==> config.mk <==
export PLATFORM = sky130hd
export DESIGN_NAME = pipeline_controller
export DESIGN_NICKNAME = d
export VERILOG_FILES = /design/src/rtl/pipeline_controller.sv
export SDC_FILE = /design/constraint.sdc
export NUM_CORES = 1
export LEC_CHECK = 0
export BUFFER_PORTS_ARGS = -buffer_cell sky130_fd_sc_hd__buf_2
export CAP_MARGIN = 25
export CORE_UTILIZATION = 46
export CTS_CLUSTER_SIZE = 10
export DETAILED_ROUTE_END_ITERATION = 10
export GPL_ROUTABILITY_DRIVEN = 0
export PLACE_DENSITY = 0.91
export SLEW_MARGIN = 30
export SYNTH_ARGS = -nofsm -noshare
export SYNTH_HDL_FRONTEND = slang
export SYNTH_SLANG_ARGS = --single-unit
export TNS_END_PERCENT = 100
==> constraint.sdc <==
create_clock -name clk -period 3.1 [get_ports clk]
set_input_delay 0.62 -clock clk [delete_from_list [all_inputs] [get_ports clk]]
set_output_delay 0.62 -clock clk [all_outputs]
set_load 0.03 [all_outputs]
==> src/rtl/pipeline_controller.sv <==
// Hazard/sequencing controller for the IF-ID | EX | MEM-WB pipeline: fetch PC, stall/squash, forwarding selects, halt drain.
// Build option: define PIPE_FORWARDING_EN to enable operand forwarding; otherwise every RAW hazard stalls.
module pipeline_controller #(
    parameter int PC_W         = 5,
    parameter int REG_W        = 5,
    parameter int DRAIN_CYCLES = 2
) (
    input  logic             clk,
    input  logic             reset,
    input  logic [REG_W-1:0] fd_rs1,
    input  logic [REG_W-1:0] fd_rs2,
    input  logic             fd_uses_rs1,
    input  logic             fd_uses_rs2,
    input  logic             fd_halt,
    input  logic             ex_jump,
    input  logic [PC_W-1:0]  ex_jump_pc,
    input  logic [REG_W-1:0] ex_write_reg,
    input  logic             ex_reg_wrenable,
    input  logic             ex_mem_to_reg,
    input  logic [REG_W-1:0] mw_write_reg,
    input  logic             mw_reg_wrenable,
    output logic [PC_W-1:0]  pc,
    output logic             fd_hold,
    output logic             ex_bubble,
    output logic [1:0]       fwd_a,
    output logic [1:0]       fwd_b,
    output logic             halted,
    output logic [1:0]       dbg_state
);

    localparam int CNT_W = $clog2(DRAIN_CYCLES + 1);

    typedef enum logic [1:0] {
        S_RUN    = 2'd0,
        S_DRAIN  = 2'd1,
        S_HALTED = 2'd2
    } state_t;

    state_t           state_q, state_d;
    logic [PC_W-1:0]  pc_q, pc_d;
    logic [CNT_W-1:0] cnt_q, cnt_d;
    logic [1:0]       fwd_a_q, fwd_a_d, fwd_b_q, fwd_b_d;
    logic             halted_q, halted_d;

    logic hit_ex_rs1, hit_ex_rs2, hit_mw_rs1, hit_mw_rs2;
    logic stall;
    logic [1:0] sel_a, sel_b;

    assign hit_ex_rs1 = fd_uses_rs1 & ex_reg_wrenable & (ex_write_reg == fd_rs1) & (fd_rs1 != '0);
    assign hit_ex_rs2 = fd_uses_rs2 & ex_reg_wrenable & (ex_write_reg == fd_rs2) & (fd_rs2 != '0);
    assign hit_mw_rs1 = fd_uses_rs1 & mw_reg_wrenable & (mw_write_reg == fd_rs1) & (fd_rs1 != '0);
    assign hit_mw_rs2 = fd_uses_rs2 & mw_reg_wrenable & (mw_write_reg == fd_rs2) & (fd_rs2 != '0);

`ifdef PIPE_FORWARDING_EN
    // Only a load in EX cannot be forwarded in time; ALU results are bypassed.
    assign stall = ex_mem_to_reg & (hit_ex_rs1 | hit_ex_rs2);
    assign sel_a = hit_ex_rs1 ? 2'b01 : (hit_mw_rs1 ? 2'b10 : 2'b00);
    assign sel_b = hit_ex_rs2 ? 2'b01 : (hit_mw_rs2 ? 2'b10 : 2'b00);
`else
    // Without bypass paths the consumer waits until no in-flight producer matches.
    logic unused_mem_to_reg;
    assign unused_mem_to_reg = ex_mem_to_reg;
    assign stall = hit_ex_rs1 | hit_ex_rs2 | hit_mw_rs1 | hit_mw_rs2;
    assign sel_a = 2'b00;
    assign sel_b = 2'b00;
`endif

    always_comb begin
        state_d   = state_q;
        pc_d      = pc_q;
        cnt_d     = cnt_q;
        halted_d  = halted_q;
        fwd_a_d   = 2'b00;
        fwd_b_d   = 2'b00;
        fd_hold   = 1'b0;
        ex_bubble = 1'b0;
        case (state_q)
            S_RUN: begin
                if (ex_jump) begin
                    pc_d      = ex_jump_pc;
                    ex_bubble = 1'b1;
                end else if (stall) begin
                    fd_hold   = 1'b1;
                    ex_bubble = 1'b1;
                end else if (fd_halt) begin
                    fd_hold   = 1'b1;
                    ex_bubble = 1'b1;
                    cnt_d     = CNT_W'(DRAIN_CYCLES);
                    state_d   = S_DRAIN;
                end else begin
                    pc_d    = pc_q + 1'b1;
                    fwd_a_d = sel_a;
                    fwd_b_d = sel_b;
                end
            end
            S_DRAIN: begin
                fd_hold   = 1'b1;
                ex_bubble = 1'b1;
                cnt_d     = cnt_q - 1'b1;
                if (cnt_q == CNT_W'(1)) begin
                    state_d  = S_HALTED;
                    halted_d = 1'b1;
                end
            end
            S_HALTED: begin
                fd_hold   = 1'b1;
                ex_bubble = 1'b1;
            end
            default: state_d = S_RUN;
        endcase
        // While reset is held, IF-ID keeps flowing but EX sees only NOPs.
        if (reset) begin
            fd_hold   = 1'b0;
            ex_bubble = 1'b1;
        end
    end

    always_ff @(posedge clk) begin
        if (reset) begin
            state_q  <= S_RUN;
            pc_q     <= '0;
            cnt_q    <= '0;
            fwd_a_q  <= 2'b00;
            fwd_b_q  <= 2'b00;
            halted_q <= 1'b0;
        end else begin
            state_q  <= state_d;
            pc_q     <= pc_d;
            cnt_q    <= cnt_d;
            fwd_a_q  <= fwd_a_d;
            fwd_b_q  <= fwd_b_d;
            halted_q <= halted_d;
        end
    end

    assign pc        = pc_q;
    assign fwd_a     = fwd_a_q;
    assign fwd_b     = fwd_b_q;
    assign halted    = halted_q;
    assign dbg_state = state_q;

endmodule

## Yosys cells after proc, flatten, opt, wreduce, memory -nomap -nowiden

Cells that the tools add are included.
Widths: inputs -> output; s select.

| storage, ports and cells | value |
|---|---|
| register bits after elaboration | 10 |
| input port bits | 34 |
| word-level logic and storage cells | 64 |
| output and inout bits | 14 |

| cells by class | value |
|---|---|
| add/subtract/negate cells | 2 |
| equality and inequality tests | 13 |
| multiplexer cells | 20 |
| reductions and logical operators | 9 |
| bitwise logic cells | 16 |

Operator list:

| cell | count |
|---|---|
| $eq 5x5->1 | 4 |
| $mux 5 | 3 |
| $mux 2 | 7 |
| $and 1x1->1 | 12 |
| $ne 2x2->1 const B | 5 |
| $reduce_bool 5->1 | 2 |
| $mux 1 | 6 |
| $pmux 2 s3 | 1 |
| $add 5x1->5 const B | 1 |
| $reduce_and 5->1 | 1 |
| $eq 2x1->1 const B | 2 |
| $pmux 1 s2 | 2 |
| $pmux 2 s2 | 1 |
| $reduce_and 4->1 | 1 |
| $or 1x1->1 | 3 |
| $reduce_and 3->1 | 1 |
| $eq 2x2->1 const B | 1 |
| $logic_not 2->1 | 1 |
| $ne 2x1->1 const B | 1 |
| $reduce_and 2->1 | 1 |
| $reduce_bool 2->1 | 1 |
| $reduce_or 2->1 | 1 |
| $sub 2x1->2 const B | 1 |
| $not 1->1 | 1 |

## Depth between registers and ports, before layout

| depth | value |
|---|---|
| depth in word-level cells | 10 |
| gate-level depth with buffers | 7 |
| gate-level depth less buffers | 7 |

## Worst setup path before layout

Ideal clock, no wire load.

| timing | value |
|---|---|
| path type | in2out |
| start | input fd_rs1[1] |
| end | output ex_bubble |
| arrival | 2276 ps |
| cell stages on the path | 6 |
| setup slack | 204 ps |
| required time | 2480 ps |
| path buffers | 0 |
| path through | xnor2_1 -> nand4_1 -> o22ai_1 -> a221oi_2 -> and2_1 -> o31ai_1 |

| on the way | value |
|---|---|
| longest elaborated chain between the ends | 10 |
| elaborated cells on any way between the ends | 14 |
| classes of those cells | eq/ne (2); mux (4); bitwise (7); reduce/logical (1) |

RTL lines:

| element | line | text |
|---|---|---|
| from (decl) | 10 | `input logic [REG_W-1:0] fd_rs1,` |
| $eq 5x5->1 | 49 | `assign hit_ex_rs1 = fd_uses_rs1 & ex_reg_wrenable & (ex_write_reg == fd_rs1) & (fd_rs1 != '0);` |
| $and 1x1->1 (2 in a row) | 49 |  |
| $or 1x1->1 | 63 | `assign stall = hit_ex_rs1 \| hit_ex_rs2 \| hit_mw_rs1 \| hit_mw_rs2;` |
| $or 1x1->1 * (2 in a row) | 63 |  |
| $mux 1 * | 82 | `end else if (stall) begin` |
| $mux 1 * | 79 | `if (ex_jump) begin` |
| $pmux 1 s2 * | 77 | `case (state_q)` |
| $mux 1 * | 112 | `if (reset) begin` |
| to (decl) | 24 | `output logic ex_bubble,` |

Every way passes the cells marked *; elsewhere a longest branch is shown, timed or not.

## Final worst setup path

| timing | value |
|---|---|
| start | input fd_rs1[0] |
| end | output ex_bubble |

Same word-level chain as after synthesis.

==> impl_results.html <==
<table>
<tr><th>Metric</th><th>Value</th></tr>
<tr><th colspan="2">Global route</th></tr>
<tr><td>Global-route wire length before repair</td><td>between 4 and 5 mm</td></tr>
<tr><td>Vias in the first global route</td><td>roughly 1100</td></tr>
<tr><td>Initial antenna violation count</td><td>0</td></tr>
<tr><td>GRT Resource Usage Total</td><td>24.4%</td></tr>
<tr><td>Residual overflow from global routing</td><td>0</td></tr>
<tr><td>Largest net degree at the start of global routing</td><td>20</td></tr>
<tr><th colspan="2">Power and ir drop</th></tr>
<tr><td>P_sw</td><td>0.185 mW</td></tr>
<tr><td>Design internal power</td><td>approximately 0.29 mW</td></tr>
<tr><td>Power Density</td><td>378 nW/um^2</td></tr>
<tr><td>Pleak</td><td>~0.56 nW</td></tr>
<tr><td>Max IR drop VDD</td><td>0.315 mV</td></tr>
<tr><td>Switching power share of the total</td><td>around two fifths</td></tr>
<tr><td>Sum of internal, switching and leakage power</td><td>~0.48 mW</td></tr>
<tr><td>Clock network power share</td><td>25.4%</td></tr>
<tr><td>Power share of the sequential group</td><td>between 30% and 40%</td></tr>
<tr><td>Combinational fraction of design power</td><td>a little over two fifths</td></tr>
<tr><th colspan="2">Detailed routing</th></tr>
<tr><td>Routed metal-1 wire length</td><td>1.12 mm</td></tr>
<tr><td>Routed len/inst</td><td>between 10 and 15 um</td></tr>
<tr><td>Met3 wire len</td><td>between 150 and 200 um</td></tr>
<tr><td>Total via count in the routed design</td><td>~1100</td></tr>
<tr><td>Violation count after the first detailed-routing iteration</td><td>17</td></tr>
<tr><td>First-pass iteration count of the detailed router</td><td>4</td></tr>
<tr><td>Via-per-instance ratio</td><td>5.80</td></tr>
<tr><td>Count of antenna-violating nets left after detailed routing</td><td>0</td></tr>
<tr><td>DRC violation count after routing</td><td>0</td></tr>
<tr><td>Total met2 wirelength after detailed routing</td><td>1.35 mm</td></tr>
<tr><td>DR top layer</td><td>met4</td></tr>
<tr><td>Total routed wirelength</td><td>about 2.7 mm</td></tr>
<tr><th colspan="2">CTS</th></tr>
<tr><td>Clock tree from TritonCTS</td><td>built</td></tr>
<tr><td>Clock slew at the register clock pins of the worst setup and hold paths</td><td>0.07 ns</td></tr>
<tr><td>Root buffer selected by CTS</td><td>clkbuf_4</td></tr>
<tr><td>Number of clock buffers inserted by TritonCTS</td><td>3</td></tr>
<tr><td>Post-CTS Hold Fix Bufs</td><td>0</td></tr>
<tr><td>Number of clock sinks</td><td>10</td></tr>
<tr><td>Resized Gates After CTS</td><td>0</td></tr>
<tr><td>Level count of the clock H-tree</td><td>1</td></tr>
<tr><td>Maximum clock path buffer count</td><td>2</td></tr>
<tr><td>Later-pin clock latency in the skew report</td><td>0.27 ns</td></tr>
<tr><td>Setup fix buffers added after clock tree synthesis</td><td>0</td></tr>
<tr><th colspan="2">Place</th></tr>
<tr><td>Port Buffer Count</td><td>42</td></tr>
<tr><td>Half-perimeter wire length of the detailed placement result</td><td>approximately 2.2 mm</td></tr>
<tr><td>Placement-stage cell area</td><td>about 1200 sq um</td></tr>
<tr><th colspan="2">Die</th></tr>
<tr><td>Placeable core area</td><td>between 2000 and 2500 sq um</td></tr>
<tr><td>Cell Rows</td><td>16</td></tr>
<tr><td>Die Y</td><td>a little under 50 um</td></tr>
<tr><td>Die width</td><td>48.9 um</td></tr>
<tr><td>I/O pins</td><td>between 40 and 50</td></tr>
<tr><td>Die Outline Area</td><td>2390 sq um</td></tr>
<tr><td>Initial Utilization</td><td>50.1%</td></tr>
<tr><th colspan="2">Timing</th></tr>
<tr><td>Setup repair after global routing missed its margin</td><td>false</td></tr>
<tr><td>Highest Clock Rate</td><td>approximately 0.35 GHz</td></tr>
<tr><td>Final worst path period need</td><td>2.89 ns</td></tr>
<tr><td>Fin. Hold Viols</td><td>0</td></tr>
<tr><td>Number of pins exceeding their max-slew limit in the final report</td><td>0</td></tr>
<tr><td>Final TNS setup</td><td>0 ns</td></tr>
<tr><td>Final Skew</td><td>approximately 0.00047 ns</td></tr>
<tr><td>Fin crit share</td><td>93.1%</td></tr>
<tr><td>Final setup fails</td><td>0</td></tr>
<tr><td>Worst hold-check slack</td><td>between 0.4 and 0.5 ns</td></tr>
<tr><th colspan="2">Worst setup path</th></tr>
<tr><td>Critical Path Fanout Max</td><td>3</td></tr>
<tr><td>Worst setup startpoint</td><td>fd_rs1[0]</td></tr>
<tr><td>Worst path required time</td><td>around 2.5 ns</td></tr>
<tr><td>Number of cells on the worst reg-to-reg path</td><td>5</td></tr>
<tr><td>Critical Path End</td><td>ex_bubble</td></tr>
<tr><td>Kind of end point of the critical path</td><td>output pin</td></tr>
<tr><td>Reg2Reg Capture Point</td><td>cnt_q[0]</td></tr>
<tr><td>Worst R2R Start</td><td>dbg_state[1]</td></tr>
<tr><td>Reg-to-reg setup timing slack</td><td>about 1.4 ns</td></tr>
<tr><td>Crit start category</td><td>input port</td></tr>
<tr><td>Type of the worst setup path</td><td>input port to output pin</td></tr>
<tr><td>Data arrival at the endpoint of the critical path</td><td>2.27 ns</td></tr>
<tr><th colspan="2">Layout</th></tr>
<tr><td>Ant. Diodes</td><td>0</td></tr>
<tr><td>Final core utilization</td><td>62.4%</td></tr>
<tr><td>Fraction of final layout cells with drive strength greater than 1</td><td>a little over 30%</td></tr>
<tr><td>Layout Nets</td><td>just over 200</td></tr>
<tr><td>Fill cells</td><td>200</td></tr>
<tr><td>Post-route cell area</td><td>~1300 sq um</td></tr>
<tr><td>Signed area change from the synthesized netlist to the final layout</td><td>24.7%</td></tr>
<tr><th colspan="2">Hold path</th></tr>
<tr><td>Class of the worst hold path</td><td>register to register</td></tr>
<tr><th colspan="2">Yosys</th></tr>
<tr><td>Synthesis warning total</td><td>0</td></tr>
<tr><td>Post-synthesis sequential element count</td><td>10</td></tr>
<tr><td>Part of the Yosys area used for sequential elements</td><td>around a fifth</td></tr>
<tr><td>Most used flip-flop cell after synthesis</td><td>dfxtp_1</td></tr>
<tr><td>Post-Synthesis Cells</td><td>between 100 and 150</td></tr>
<tr><td>Summed instance area of the synthesized netlist</td><td>1010 sq um</td></tr>
<tr><td>EDFF count, synth</td><td>0</td></tr>
<tr><td>Synth cell types</td><td>36</td></tr>
<tr><td>Async set-or-reset flop fraction in the synthesized netlist</td><td>0%</td></tr>
<tr><td>Syn avg cell area</td><td>around 8.2 sq um</td></tr>
<tr><th colspan="2">Outcome</th></tr>
<tr><td>Run status</td><td>complete, no violations</td></tr>
<tr><th colspan="2">Run</th></tr>
<tr><td>Number of maximum-capacitance violations</td><td>0</td></tr>
</table>
-- how the worst min path moves through the flow --
stage | cells after the start | to | slack [ns] | from
floorplan | 1 | cnt_q[1] | 0.50 | cnt_q[1]
global placement | 2 | halted | 0.46 | halted
detailed placement | 2 | halted | 0.46 | halted
CTS | 2 | halted | 0.47 | halted
global route | 2 | halted | 0.51 | halted
finish | 2 | halted | 0.47 | halted
-- cells by family after synthesis --
kind of cell               after synthesis  share of synthesized area [%]
and+or+nand+nor                         39                           21.5
AOI/OAI and AO/OA                       27                           21.9
xor gates and xnor gates                21                           18.2
buffers and inverters                   17                           7.79
DFF                                     10                           19.8
adders and majority gates                6                           7.42
muxes                                    3                           3.09
other                                    1                          0.370
-- cell usage in the layout, fill, tap and decap left out, types with 2 or more instances in the layout --
cell and count:
nand2_1 7, and3_1 6, nor2_1 7, nor3_1 2, ha_1 6, nand3b_1 4
dfxtp_1 10, xnor2_1 21, conb_1 4, nand4_1 5, o21a_1 3, o32ai_1 3
or4_1 2, mux2i_1 2, clkbuf_4 3, a21oi_1 7, inv_1 8, buf_2 42
nor3b_1 2, a22oi_1 2, o22ai_1 2
-- critical path, stage by stage --
cell and delay (ns):
buf_2 0.13, or4_1 0.53, o21a_1 0.24, a221oi_2 0.31, and2_1 0.17, o31ai_1 0.07
buf_2 0.19
-- area by class of cell --
| class | instances | area, sq um | share of cell area [%] |
|---|---|---|---|
| Timing Repair Buffer | 43 | 218 | 17.2 |
| Clock buffer | 4 | 36.3 | 2.87 |
| Inverter | 8 | 30.0 | 2.38 |
| Multi-Input combinational cell | 100 | 744 | 59.0 |
| Tap cell | 27 | 33.8 | 2.68 |
| Sequential cell | 10 | 200 | 15.9 |
-- through the flow --
step / setup slack (ns) / std cells
floorplan: 0.204 / 127
global placement: 0.269 / 188
detailed placement: 0.221 / 188
CTS: 0.213 / 192
global route: 0.125 / 192
finish: 0.215 / 192
-- metal layers --
layer | GRT usage [%] | vias up
met5 | 0 | -
li1 | - | 530
met2 | 48.4 | 57
met4 | 17.2 | 0
met1 | 21.8 | 515
met3 | 4.05 | 12
-- power groups by stage --
stage	combinational (mW)	clock, mW	sequential, mW
global route	0.220	0.129	0.155
floorplan	0.122	0	0.172
detailed placement	0.201	0	0.156
global placement	0.190	0	0.155
CTS	0.201	0.121	0.153
finish	0.203	0.121	0.153
-- flip-flops by register name, indices dropped and copies added, names as in the netlist --
register and cells:
dbg_state 2, halted 1, cnt_q 2, pc 5
-- synthesized netlist by cell type, drive strengths merged (2+ instances only) --
cell type / n / area (sq um)
a21oi: 7 / 35.0
a221oi: 2 / 41.3
a22oi: 2 / 15.0
and3: 6 / 37.5
buf: 4 / 30.0
clkbuf: 5 / 18.8
dfxtp: 10 / 200
ha: 6 / 75.1
inv: 8 / 30.0
mux2i: 2 / 20.0
nand2: 7 / 26.3
nand3b: 4 / 30.0
nand4: 5 / 31.3
nor2: 7 / 26.3
nor3: 2 / 10.0
nor3b: 2 / 15.0
o21a: 3 / 22.5
o22ai: 2 / 12.5
o32ai: 3 / 26.3
or4: 2 / 15.0
xnor2: 21 / 184
No activity file was read; power rests on OpenSTA's default activity.
